**src/rtl/add_rs_dispatch.sv**
```systemverilog
// Reservation station for the integer add/sub units: holds issued instructions,
// snoops the CDB for missing operands and dispatches ready entries to free adders.
module add_rs_dispatch #(
  parameter int ENTRIES = 3,
  parameter int NUM_ADD = 3,
  parameter int XLEN    = 32,
  parameter int TAGW    = 3
) (
  input  logic                         clk1,
  input  logic                         rst_n,
  input  logic                         flush,
  input  logic                         iss_valid,
  output logic                         iss_ready,
  input  logic [6:0]                   iss_fun7,
  input  logic [TAGW-1:0]              iss_des,
  input  logic [XLEN-1:0]              iss_v1,
  input  logic [XLEN-1:0]              iss_v2,
  input  logic                         iss_rdy1,
  input  logic                         iss_rdy2,
  input  logic [TAGW-1:0]              iss_tag1,
  input  logic [TAGW-1:0]              iss_tag2,
  input  logic                         cdb_valid,
  input  logic [TAGW-1:0]              cdb_tag,
  input  logic [XLEN-1:0]              cdb_data,
  input  logic [NUM_ADD-1:0]           add_free,
  output logic [NUM_ADD-1:0]           disp_fla,
  output logic [NUM_ADD*XLEN-1:0]      disp_data1,
  output logic [NUM_ADD*XLEN-1:0]      disp_data2,
  output logic [NUM_ADD*TAGW-1:0]      disp_des,
  output logic [NUM_ADD*7-1:0]         disp_fun7,
  output logic [$clog2(ENTRIES+1)-1:0] occupancy
);

  localparam int IDXW = (ENTRIES > 1) ? $clog2(ENTRIES) : 1;
  localparam int OCCW = $clog2(ENTRIES+1);

  logic [ENTRIES-1:0] busy;
  logic [ENTRIES-1:0] rdy1;
  logic [ENTRIES-1:0] rdy2;
  logic [6:0]         fun7_q [ENTRIES];
  logic [TAGW-1:0]    des_q  [ENTRIES];
  logic [TAGW-1:0]    tag1_q [ENTRIES];
  logic [TAGW-1:0]    tag2_q [ENTRIES];
  logic [XLEN-1:0]    v1_q   [ENTRIES];
  logic [XLEN-1:0]    v2_q   [ENTRIES];

  logic [ENTRIES-1:0] eligible;
  logic [ENTRIES-1:0] hit1;
  logic [ENTRIES-1:0] hit2;
  logic [ENTRIES-1:0] taken;
  logic [ENTRIES-1:0] issue_sel;
  logic [NUM_ADD-1:0] pair_valid;
  logic [IDXW-1:0]    pair_idx [NUM_ADD];
  logic [IDXW-1:0]    free_idx;
  logic [OCCW-1:0]    disp_cnt;
  logic               issue_fire;
  logic               byp1;
  logic               byp2;

  assign iss_ready  = ~&busy;
  assign issue_fire = iss_valid & iss_ready;
  assign byp1       = ~iss_rdy1 & cdb_valid & (iss_tag1 == cdb_tag);
  assign byp2       = ~iss_rdy2 & cdb_valid & (iss_tag2 == cdb_tag);

  always_comb begin
    free_idx = '0;
    for (int i = ENTRIES-1; i >= 0; i--) begin
      if (!busy[i]) free_idx = IDXW'(i);
    end
  end

  always_comb begin
    issue_sel = '0;
    eligible  = '0;
    hit1      = '0;
    hit2      = '0;
    for (int i = 0; i < ENTRIES; i++) begin
      issue_sel[i] = issue_fire && (free_idx == IDXW'(i));
      eligible[i]  = busy[i] & rdy1[i] & rdy2[i];
      hit1[i]      = busy[i] & ~rdy1[i] & cdb_valid & (tag1_q[i] == cdb_tag);
      hit2[i]      = busy[i] & ~rdy2[i] & cdb_valid & (tag2_q[i] == cdb_tag);
    end
  end

  // Walk free adders in ascending order, each grabbing the lowest eligible entry not yet taken.
  always_comb begin
    pair_valid = '0;
    taken      = '0;
    disp_cnt   = '0;
    for (int k = 0; k < NUM_ADD; k++) begin
      pair_idx[k] = '0;
      if (add_free[k]) begin
        for (int i = 0; i < ENTRIES; i++) begin
          if (!pair_valid[k] && eligible[i] && !taken[i]) begin
            pair_valid[k] = 1'b1;
            pair_idx[k]   = IDXW'(i);
            taken[i]      = 1'b1;
          end
        end
      end
      disp_cnt = disp_cnt + OCCW'(pair_valid[k]);
    end
  end

  always_ff @(posedge clk1) begin
    if (!rst_n || flush) begin
      busy      <= '0;
      occupancy <= '0;
      disp_fla  <= '0;
    end else begin
      disp_fla  <= pair_valid;
      occupancy <= occupancy + OCCW'(issue_fire) - disp_cnt;
      for (int i = 0; i < ENTRIES; i++) begin
        if (issue_sel[i]) begin
          busy[i] <= 1'b1;
          rdy1[i] <= iss_rdy1 | byp1;
          rdy2[i] <= iss_rdy2 | byp2;
        end else begin
          if (taken[i]) busy[i] <= 1'b0;
          if (hit1[i])  rdy1[i] <= 1'b1;
          if (hit2[i])  rdy2[i] <= 1'b1;
        end
      end
    end
  end

  // Payload needs no reset: it is only observed while the matching busy bit is set.
  always_ff @(posedge clk1) begin
    for (int i = 0; i < ENTRIES; i++) begin
      if (issue_sel[i]) begin
        fun7_q[i] <= iss_fun7;
        des_q[i]  <= iss_des;
        tag1_q[i] <= iss_tag1;
        tag2_q[i] <= iss_tag2;
        v1_q[i]   <= iss_rdy1 ? iss_v1 : cdb_data;
        v2_q[i]   <= iss_rdy2 ? iss_v2 : cdb_data;
      end else begin
        if (hit1[i]) v1_q[i] <= cdb_data;
        if (hit2[i]) v2_q[i] <= cdb_data;
      end
    end
  end

  always_ff @(posedge clk1) begin
    if (!rst_n) begin
      disp_data1 <= '0;
      disp_data2 <= '0;
      disp_des   <= '0;
      disp_fun7  <= '0;
    end else if (!flush) begin
      for (int k = 0; k < NUM_ADD; k++) begin
        if (pair_valid[k]) begin
          disp_data1[k*XLEN +: XLEN] <= v1_q[pair_idx[k]];
          disp_data2[k*XLEN +: XLEN] <= v2_q[pair_idx[k]];
          disp_des[k*TAGW +: TAGW]   <= des_q[pair_idx[k]];
          disp_fun7[k*7 +: 7]        <= fun7_q[pair_idx[k]];
        end
      end
    end
  end

endmodule

```
**config.mk**
```make
export PLATFORM = sky130hd
export DESIGN_NAME = add_rs_dispatch
export DESIGN_NICKNAME = d
export VERILOG_FILES = /design/src/rtl/add_rs_dispatch.sv
export SDC_FILE = /design/constraint.sdc
export NUM_CORES = 1
export LEC_CHECK = 0
export CORE_MARGIN = 5
export CORE_UTILIZATION = 40
export DETAILED_ROUTE_END_ITERATION = 7
export PLACE_DENSITY = 0.64
export SLEW_MARGIN = 20
export SYNTH_ARGS = -nofsm -noshare
export SYNTH_HDL_FRONTEND = slang
export SYNTH_SLANG_ARGS = --single-unit
```
**constraint.sdc**
```tcl
create_clock -name clk1 -period 4.9 [get_ports clk1]
set_input_delay 0.49 -clock clk1 [delete_from_list [all_inputs] [get_ports clk1]]
set_output_delay 0.49 -clock clk1 [all_outputs]
set_load 0.03 [all_outputs]
```
==> run metrics <==
TritonCTS buffer count 54; Top FF cell, synth edfxtp_1; CTS Root Cell clkbuf_16; DRT iter0 DRCs 2,009; setup_tns 0 ns; first-pass GRT wire length 137,500 um; post-synthesis xor/xnor area fraction under 10%; register area share after synthesis 48.79%; P&R area growth vs syn 24.29%; Worst Setup End Kind flip-flop; initial antenna violation count 10; Overflow after GRT 0; Syn. warnings 0; layout cells sized above 1 24.43%; share of flip-flops with an asynchronous set or reset 0%; slew margin rel. 18.32%; die height 257.9 um; PostCTS Resize Cnt 0; GRT Total Usage 27.16%; switching share of power 23.40%; Int Pwr slightly above 7 mW; worst-margin pin slew 1.225 ns; EDFF count, synth 246; post-synth top area share 30.05%; count leader, synth mux2_2; placed insts 3,108; chip width between 200 and 300 um; CP arrival about 4 ns; fin util between 50% and 60%; Period Utilization, post-route 71.27%; Die Area 66,510 sq um; Post-Syn Instances 2,150; CTS tree built; setup repair bufs after CTS 0; routed vias 20,170; I/O Buffers around 350; Fmax roughly 290 MHz; peak supply drop between 0.2 and 0.3 mV; Residual DRC 0; DR WL/cell slightly below 30 um; DRT antenna net count 0; RePlAce Congestion 0.8912; largest net degree at the start of global routing between 100 and 150; synthesized area per cell 11.43 sq um; Post-Route WL between 90,000 and 100,000 um; Netlist cell types 53; Comb pwr share 8.0%; pre-CTS WS 0.9093 ns; Initial Util 40.57%; Power Density 309.9 nW/um^2; Flop pwr share 45.9%; largest family of logic cells by synthesized area compound AO/OA/AOI/OAI gates; vias in the first global route 20,660; syn nets around 2,300; Worst Path Required 5.41 ns; Pre-antenna DRT Iters 6; simple-gate share of the synthesized area 11.22%; Synth Area in Compound Gates a little under a fifth; Final Critical Period 3.492 ns; largest cells by area after synthesis edfxtp_1 30%, dfxtp_1 19%, mux2_2 12%; leading area contributor after synthesis edfxtp_1; max-cap violations 0; post-synthesis mux area share 15.29%; Hold Slack 0.4527 ns; adder-cell share of the synthesized area less than 1%; Final Hold Viols 0; outcome completed; Hold Buf Count CTS 0; clock slew at reported path FFs 0.06 ns; Clock Sinks between 400 and 500; Worst Setup Start Kind input port; Clock Skew roughly 0.023 ns; DR vias/cell 6.275; Setup-failing EPs final 0; Clock Power Share 46.1%; flops & latches, synth between 400 and 500; mapped cell area 24,580 sq um; CP Class input port to flip-flop; CORE AREA 60,580 sq um; DP Wirelength 57,100 um; worst-case clock buffer depth 3; CP Max Fanout 33; RSZ-0062 raised after global routing no; Switch Pwr ~2.2 mW; Post-synth top cells 267 x mux2_2, 248 x nand2_1, 246 x edfxtp_1, 230 x dfxtp_1, 158 x a21oi_1; H-tree depth 2; Worst Hold Class flip-flop to flip-flop; nets@finish 2,510; fin worst setup slack 1.408 ns; Clock Latency Late Sink 0.63 ns; IO Pins between 300 and 400; fin cells 3,215; std cell rows 90; Static Leak ~10 nW; fin. max-slew vios 0
==> worst max-delay path, cell delays in order <==
cell	delay, ns
clkdlybuf4s50_1	0.76
clkinv_2	0.46
nor4_1	0.76
a221o_4	0.66
buf_12	0.34
a221oi_1	0.14
o32ai_1	0.33
==> power by group through the flow <==
stage / Sequential (mW) / Clock, mW / Combinational [mW]
final: 4.34 / 4.36 / 0.761
after global routing: 4.35 / 4.58 / 0.794
after CTS: 4.34 / 4.41 / 0.751
after detailed placement: 4.43 / 0 / 0.747
after global placement: 4.42 / 0 / 0.728
after floorplan: 4.42 / 0 / 0.419
==> kinds of logic (layout without fill, tap and decap cells) <==
group | count (synthesis) | in the layout
AO/OA/AOI/OAI | 479 | 479
XOR/XNOR | 29 | 29
adder cells (fa/ha/maj) | 6 | 6
buffers and inverters | 229 | 506
flip-flops | 476 | 476
multiplexers | 342 | 342
other | 0 | 6
AND/OR/NAND/NOR | 589 | 589
==> registers in the layout (all words and copies together) (netlist names), 21 cells and up <==
signal,count
v1_q,96
disp_fun7,21
fun7_q,21
disp_data1,96
disp_data2,96
v2_q,96
==> through the flow <==
stage,cell area (sq um),power (mW)
floorplan,24580,4.840
global placement,28610,5.151
detailed placement,28630,5.174
CTS,30530,9.504
global route,30550,9.718
finish,30550,9.466
==> layer usage <==
layer	global-route usage [%]	part of all wire (%)
met5	0	0.048
met4	12.84	4.5
met3	5.784	9.0
met2	44.30	47
met1	34.60	39
==> final cells by class <==
cell class              instances  area (sq um)
diodes                          6         15.01
clock buffers                  73          1514
flip-flops and latches        476         11990
well taps                     782         978.4
inverters                       7         32.53
repair buffers                398          3999
clock inverters                28         386.6
multi-input cells            1445         11630
fillers                      5303         30030
==> worst paths after layout <==
check                                     from        endpoint  slack, ns  depth (start not counted)
worst max-delay path               add_free[1]  disp_data1[71]       1.41                          7
worst min-delay path            disp_data2[34]  disp_data2[34]       0.45                          2
worst max register to register         rdy2[2]    occupancy[1]       1.55                         11
worst min register to register  disp_data2[34]  disp_data2[34]       0.45                          2
==> layout by cell type (no fill, tap or decap), types with 26 or more instances in the layout <==
cell type	instances
and3_1	77
a211o_1	74
buf_4	36
clkdlybuf4s50_1	351
nand2_1	234
edfxtp_1	246
clkbuf_16	55
mux2i_1	75
a21oi_1	158
a221oi_2	48
nor3_1	81
nor2_1	83
o32ai_2	49
a221oi_1	26
dfxtp_1	230
mux2_2	266
o221ai_2	60
or3_1	74
Power figures use the tool's default switching activity.
